File: src/rtl/regfile_param.sv
// Parametrised register file: two combinational read ports, one write port with
// same-cycle bypass, and a bulk-clear sweep engine. Option: REGFILE_R0_ZERO_EN.
//
// state | meaning
// IDLE  | normal read/write/bypass, waiting for clear
// SWEEP | zeroing one entry per cycle, writes and clear requests ignored
module regfile_param #(
  parameter int DATA_W = 8,
  parameter int ADDR_W = 2
) (
  input  logic              CLOCK_50,
  input  logic              resetn,
  input  logic              RFWrite,
  input  logic [ADDR_W-1:0] regW,
  input  logic [DATA_W-1:0] dataW,
  input  logic [ADDR_W-1:0] regA,
  input  logic [ADDR_W-1:0] regB,
  input  logic              clear,
  output logic [DATA_W-1:0] dataA,
  output logic [DATA_W-1:0] dataB,
  output logic              busy,
  output logic              clear_done
);

  localparam int DEPTH = 2 ** ADDR_W;

  typedef enum logic {
    IDLE  = 1'b0,
    SWEEP = 1'b1
  } state_t;

  state_t            state;
  state_t            state_nxt;
  logic [ADDR_W-1:0] cnt;
  logic [DATA_W-1:0] mem [DEPTH];
  logic              wr_en;
  logic              byp_ok;
  logic              wr_addr_ok;

`ifdef REGFILE_R0_ZERO_EN
  assign wr_addr_ok = (regW != '0);
`else
  assign wr_addr_ok = 1'b1;
`endif

  // A clear request wins over a write issued in the same cycle.
  assign wr_en  = (state == IDLE) && RFWrite && !clear && wr_addr_ok;
  assign byp_ok = (state == IDLE) && RFWrite;

  always_ff @(posedge CLOCK_50 or negedge resetn) begin
    if (!resetn) begin
      state <= IDLE;
      cnt   <= '0;
    end else begin
      state <= state_nxt;
      if (state == SWEEP) begin
        cnt <= cnt + 1'b1;
      end else if (clear) begin
        cnt <= '0;
      end
    end
  end

  always_comb begin
    state_nxt  = state;
    busy       = 1'b0;
    clear_done = 1'b0;
    case (state)
      IDLE: begin
        if (clear) state_nxt = SWEEP;
      end
      SWEEP: begin
        busy = 1'b1;
        if (&cnt) begin
          clear_done = 1'b1;
          state_nxt  = IDLE;
        end
      end
      default: state_nxt = IDLE;
    endcase
  end

  always_ff @(posedge CLOCK_50 or negedge resetn) begin
    if (!resetn) begin
      for (int i = 0; i < DEPTH; i++) mem[i] <= '0;
    end else if (state == SWEEP) begin
      mem[cnt] <= '0;
    end else if (wr_en) begin
      mem[regW] <= dataW;
    end
  end

  always_comb begin
    dataA = mem[regA];
    dataB = mem[regB];
    if (byp_ok && (regW == regA)) dataA = dataW;
    if (byp_ok && (regW == regB)) dataB = dataW;
`ifdef REGFILE_R0_ZERO_EN
    if (regA == '0) dataA = '0;
    if (regB == '0) dataB = '0;
`endif
  end

endmodule

File: config.mk
export PLATFORM = sky130hd
export DESIGN_NAME = regfile_param
export DESIGN_NICKNAME = d
export VERILOG_FILES = /design/src/rtl/regfile_param.sv
export SDC_FILE = /design/constraint.sdc
export NUM_CORES = 1
export LEC_CHECK = 0
export BUFFER_PORTS_ARGS = -buffer_cell sky130_fd_sc_hd__buf_2
export CAP_MARGIN = 5
export CORE_AREA = 2 2 86 88
export DETAILED_ROUTE_END_ITERATION = 7
export DIE_AREA = 0 0 88 90
export GPL_ROUTABILITY_DRIVEN = 1
export PLACE_DENSITY_LB_ADDON = 0.1
export SKIP_CTS_REPAIR_TIMING = 1
export SYNTH_ARGS = -nofsm -noshare
export SYNTH_HDL_FRONTEND = slang
export SYNTH_SLANG_ARGS = --single-unit
File: constraint.sdc
create_clock -name CLOCK_50 -period 2.51 [get_ports CLOCK_50]
set_input_delay 0.3765 -clock CLOCK_50 [delete_from_list [all_inputs] [get_ports CLOCK_50]]
set_output_delay 0.3765 -clock CLOCK_50 [all_outputs]
set_load 0.01 [all_outputs]
# Yosys cells after proc, flatten, opt, wreduce, memory -nomap -nowiden
# Index checks and enable logic that the tools add are counted.
# totals
ff_bits	35
inputBits	18
output_inout_bits	18
wordCells	55
# classes
addsub	1
n_lt_le_gt_ge	6
n_eq_ne	2
n_mux	23
n_bitwise	7
n_reduce_logical	10
# op_table
cell	n
32-bit 2-to-1 mux	2
8-bit 2-to-1 mux	8
32-bit bitwise AND	1
8-bit binary-select mux with 2-bit select	2
32-bit bitwise mux	1
8-bit demux with 2-bit select	2
32-bit inverter	1
3-bit >= comparator (second input constant)	4
2-bit inverter with 3-bit output	4
1-bit logical AND	6
3-bit by 1-bit less-than comparator with 1-bit output (second input constant)	2
1-bit 2-to-1 mux	5
2-bit equality test	2
2-bit 2-to-1 mux	2
2-bit nonzero test	2
2-bit by 1-bit adder with 2-bit output (second input constant)	1
1-bit case mux with 2 select lines	1
2-bit AND reduction	1
1-bit zero test	1
1-bit inverter	1

# Depth between registers and ports, before layout
# logic_depth
depth_word	8
depth_mapped	6
mapped_depth_nobuf	5

# Least setup slack after synthesis
# No wires, ideal clock.
# synth_timing
path_type	in2out
start	in regA[0]
end	out dataA[0]
t_arrival_ns	1.292
required_time_ns	2.134
setup_slack_ns	0.841
cell_stages	3
path_buffers	1
path_cell_list	buf_6 mux4_2 mux2_2
# synth_via
elab_chain_len	5
elab_cells_between_ends	7
classes_between	eq/ne: 1; mux: 4; bitwise: 1; reduce/logical: 1
# synth_lines
item	line_no	text
start, declared	16	input logic [ADDR_W-1:0] regA,
2-bit inverter with 3-bit output (not written as such)	94	dataA = mem[regA];
8-bit binary-select mux with 2-bit select	94	
8-bit 2-to-1 mux (not written as such) (2 in a row)	94	
8-bit 2-to-1 mux *	96	if (byp_ok && (regW == regA)) dataA = dataW;
end, declared	19	output logic [DATA_W-1:0] dataA,
# Mark *: on every way between the ends. The rest lies on a longest branch, timed or not. The select of a mux whose other input is x is not followed.

# Worst setup path after layout
# layout_timing
start	reg state
end	out dataA[2]
# layout_via
elab_chain_len	4
# layout_lines
item	line_no	text
start, declared	32	state_t state;
start signal, assigned	55	state <= state_nxt;
1-bit inverter	n/a	
1-bit logical AND	48	assign byp_ok = (state == IDLE) && RFWrite;
1-bit logical AND	96	
8-bit 2-to-1 mux	96	
# Every way passes these cells.

==> results.yml <==
run:
  cap_violations: 0
synthesis:
  yosys-top-cells-area: "dfrtp_1 37%, mux4_2 15%, mux2i_1 14%, mux2_2 7.2%, o21ai_0 5.9%"
  avgSynthCellArea_sq_um: 11.5
  syn_area_sq_mm: 0.00236
  ys_seq_area_frac: 0.371
  synth.top_cell.area_share: 0.371
  ys_ff_latch: 35
  synth_top_cell_by_area: "dfrtp_1"
  synth_cell_types: 23
  ys_warn_count: 0
  syn-num-nets: 227
  synthCells: 205
finish:
  layout.nets: 261
  design_area_sq_mm: 0.00275
  drive_above_1_share: 0.371
  area_delta_synth_final_pct: 16.3
  n_antenna_cell: 0
placed_design:
  port-buffer-count: 35
  gp_congestion: 0.731
  dpl.hpwl_um: 3930
  placed_cell_area_sq_mm: 0.00261
routing:
  wl_per_cell_um: 18.3
  drt_iter0_markers: 59
  vias_per_cell: 5.11
  drt_first_pass_iters: 4
  antenna_left: 0
  vias: 1731
  drt_wl_total_um: 6210
  drc: 0
timing:
  finClkSkew_ps: 6.22
  setup_viol: 0
  fin_tns_setup_ps: 0
  tightest_slew_ps: 850
  rsz0062_at_grt: "false"
  fmax_mhz: 475
  fin_crit_sh: 0.839
  slew_violations: 0
  fin_crit_ps: 2110
  slew_headroom: 0.433
  hold_viol: 0
clocking:
  htree_levels: 2
  cts_buffer_depth: 2
  clock_latency_ps: 290
  cts_made_buffers: 5
  clk_pin_slew_ps: 80
  cts_tree: "done"
  cts_root_buffer: "clkbuf_8"
  cts_num_sinks: 35
setup_path:
  startpoint_type: "flip-flop"
  critPathCaptureType: "output port"
  r2r-end: "mem[13]$_DFFE_PN0P_"
  r2r_slack_ps: 920
  timing.rr.start: "state$_DFF_PN0_"
  crit_required_ps: 2130
  rr_worst_depth: 5
  critical_path_class: "reg -> out"
  critical_path_arrival_ps: 1730
  worstPathMaxFanout: 8
global_routing:
  grt_max_degree: 42
  first_global_vias: 1718
  antenna_found_initial: 0
  grt_usage: 0.164
  overflow: 0
  grt_pass1_wl_um: 9780
floorplan:
  die_h_um: 90
  die-area_sq_mm: 0.00792
  coreArea_sq_mm: 0.00702
  fp-row-count: 31
  start_util: 0.336
  ios: 36
  die_x_um: 88
outcome:
  status: "finished, final reports clean"
pwr:
  powerDensity_mw_per_mm2: 1030
  p_leak_nw: 1.20
  worst_ir_drop_vdd_mv: 0.460
min_path:
  hp-class: "in -> async"
-- metal layers --
layer / routed length [um] / global-route usage / vias to the layer above
li1: - / - / 814
met1: 2990 / 0.234 / 882
met2: 3000 / 0.262 / 30
met3: 177 / 0.0275 / 5
met4: 42 / 0.0308 / 0
met5: 0 / 0 / -
-- power breakdown --
group	internal, mW	leakage (nW)	switching, mW
combinational	0.589	0.664	0.612
clock	0.397	0.0644	0.230
sequential	0.787	0.472	0.217
total	1.77	1.20	1.06
-- layout by cell type (no fill, tap or decap), types with 2 or more instances in the layout --
| master | netlist | final |
|---|---|---|
| and4bb_2 | 2 | 2 |
| buf_2 | 2 | 35 |
| buf_4 | 1 | 8 |
| bufinv_16 | 0 | 2 |
| clkbuf_8 | 0 | 5 |
| dfrtp_1 | 35 | 35 |
| ha_1 | 4 | 4 |
| inv_1 | 2 | 2 |
| mux2_2 | 15 | 15 |
| mux2_4 | 2 | 2 |
| mux2i_1 | 32 | 32 |
| mux4_2 | 16 | 16 |
| nand2_1 | 32 | 32 |
| nand3_2 | 2 | 2 |
| nor2_1 | 2 | 2 |
| nor2b_1 | 5 | 5 |
| o21ai_0 | 28 | 28 |
| o21ai_1 | 4 | 4 |
| xnor2_1 | 4 | 4 |
-- layout make-up --
type,count,area (sq um)
Multi-Input combinational cell,152,1370
Sequential cell,35,876
Inverter,2,7.51
Clock buffer,5,68.8
Tap cell,99,124
Fill cell,681,4270
Clock inverter,3,67.6
Timing Repair Buffer,43,235
-- metrics by stage --
stage / hold WS (ps) / std cells / utilization / power, mW / worst slack (ps)
CTS: 219 / 339 / 0.391 / 2.85 / 386
global placement: 507 / 331 / 0.372 / 2.21 / 415
global route: 261 / 339 / 0.391 / 3.03 / 319
finish: 195 / 339 / 0.391 / 2.83 / 405
detailed placement: 514 / 331 / 0.372 / 2.21 / 421
floorplan: 80.9 / 205 / - / 1.77 / 841
-- critical path, stage by stage (launching register included) --
cell and delay [ps]:
dfrtp_1 380, nor2b_1 220, nand3_2 320, mux2_2 380
buf_2 140
-- cell usage after synthesis --
cell,number
nand4b_1,1
nand2_1,32
buf_2,2
mux2_2,15
ha_1,4
mux2i_1,32
dfrtp_1,35
buf_6,6
nor2_1,2
nor2b_1,5
nand3_2,2
inv_1,2
and2_1,1
and4bb_2,2
nor4b_2,1
mux2_4,2
buf_1,7
a22o_1,1
xnor2_1,4
buf_4,1
o21ai_1,4
o21ai_0,28
mux4_2,16
-- kinds of logic (layout without fill, tap and decap cells) --
| kind of cell | count (synthesis) | count (layout) | synth area share |
|---|---|---|---|
| XOR/XNOR | 4 | 4 | 0.0148 |
| AND/OR/NAND/NOR | 46 | 46 | 0.0990 |
| adder cells (fa/ha/maj) | 4 | 4 | 0.0212 |
| buffers and inverters | 18 | 53 | 0.0503 |
| multiplexers | 65 | 65 | 0.372 |
| flip-flops | 35 | 35 | 0.371 |
| AO/OA/AOI/OAI | 33 | 33 | 0.0715 |
-- how the worst max path moves through the flow --
stage / start / to / slack [ps] / cells past startpoint
after floorplan: regA[0] / dataA[0] / 840 / 3
after global placement: regA[0] / dataA[1] / 410 / 5
after detailed placement: regA[0] / dataA[1] / 420 / 5
after CTS: state$_DFF_PN0_ / dataA[1] / 390 / 4
after global routing: state$_DFF_PN0_ / dataB[4] / 320 / 4
final: state$_DFF_PN0_ / dataA[2] / 400 / 4
-- registers in the layout, summed over array words and instances (netlist names) --
register / flops
mem: 32
cnt: 2
state: 1
No activity file was read; power rests on OpenSTA's default activity.
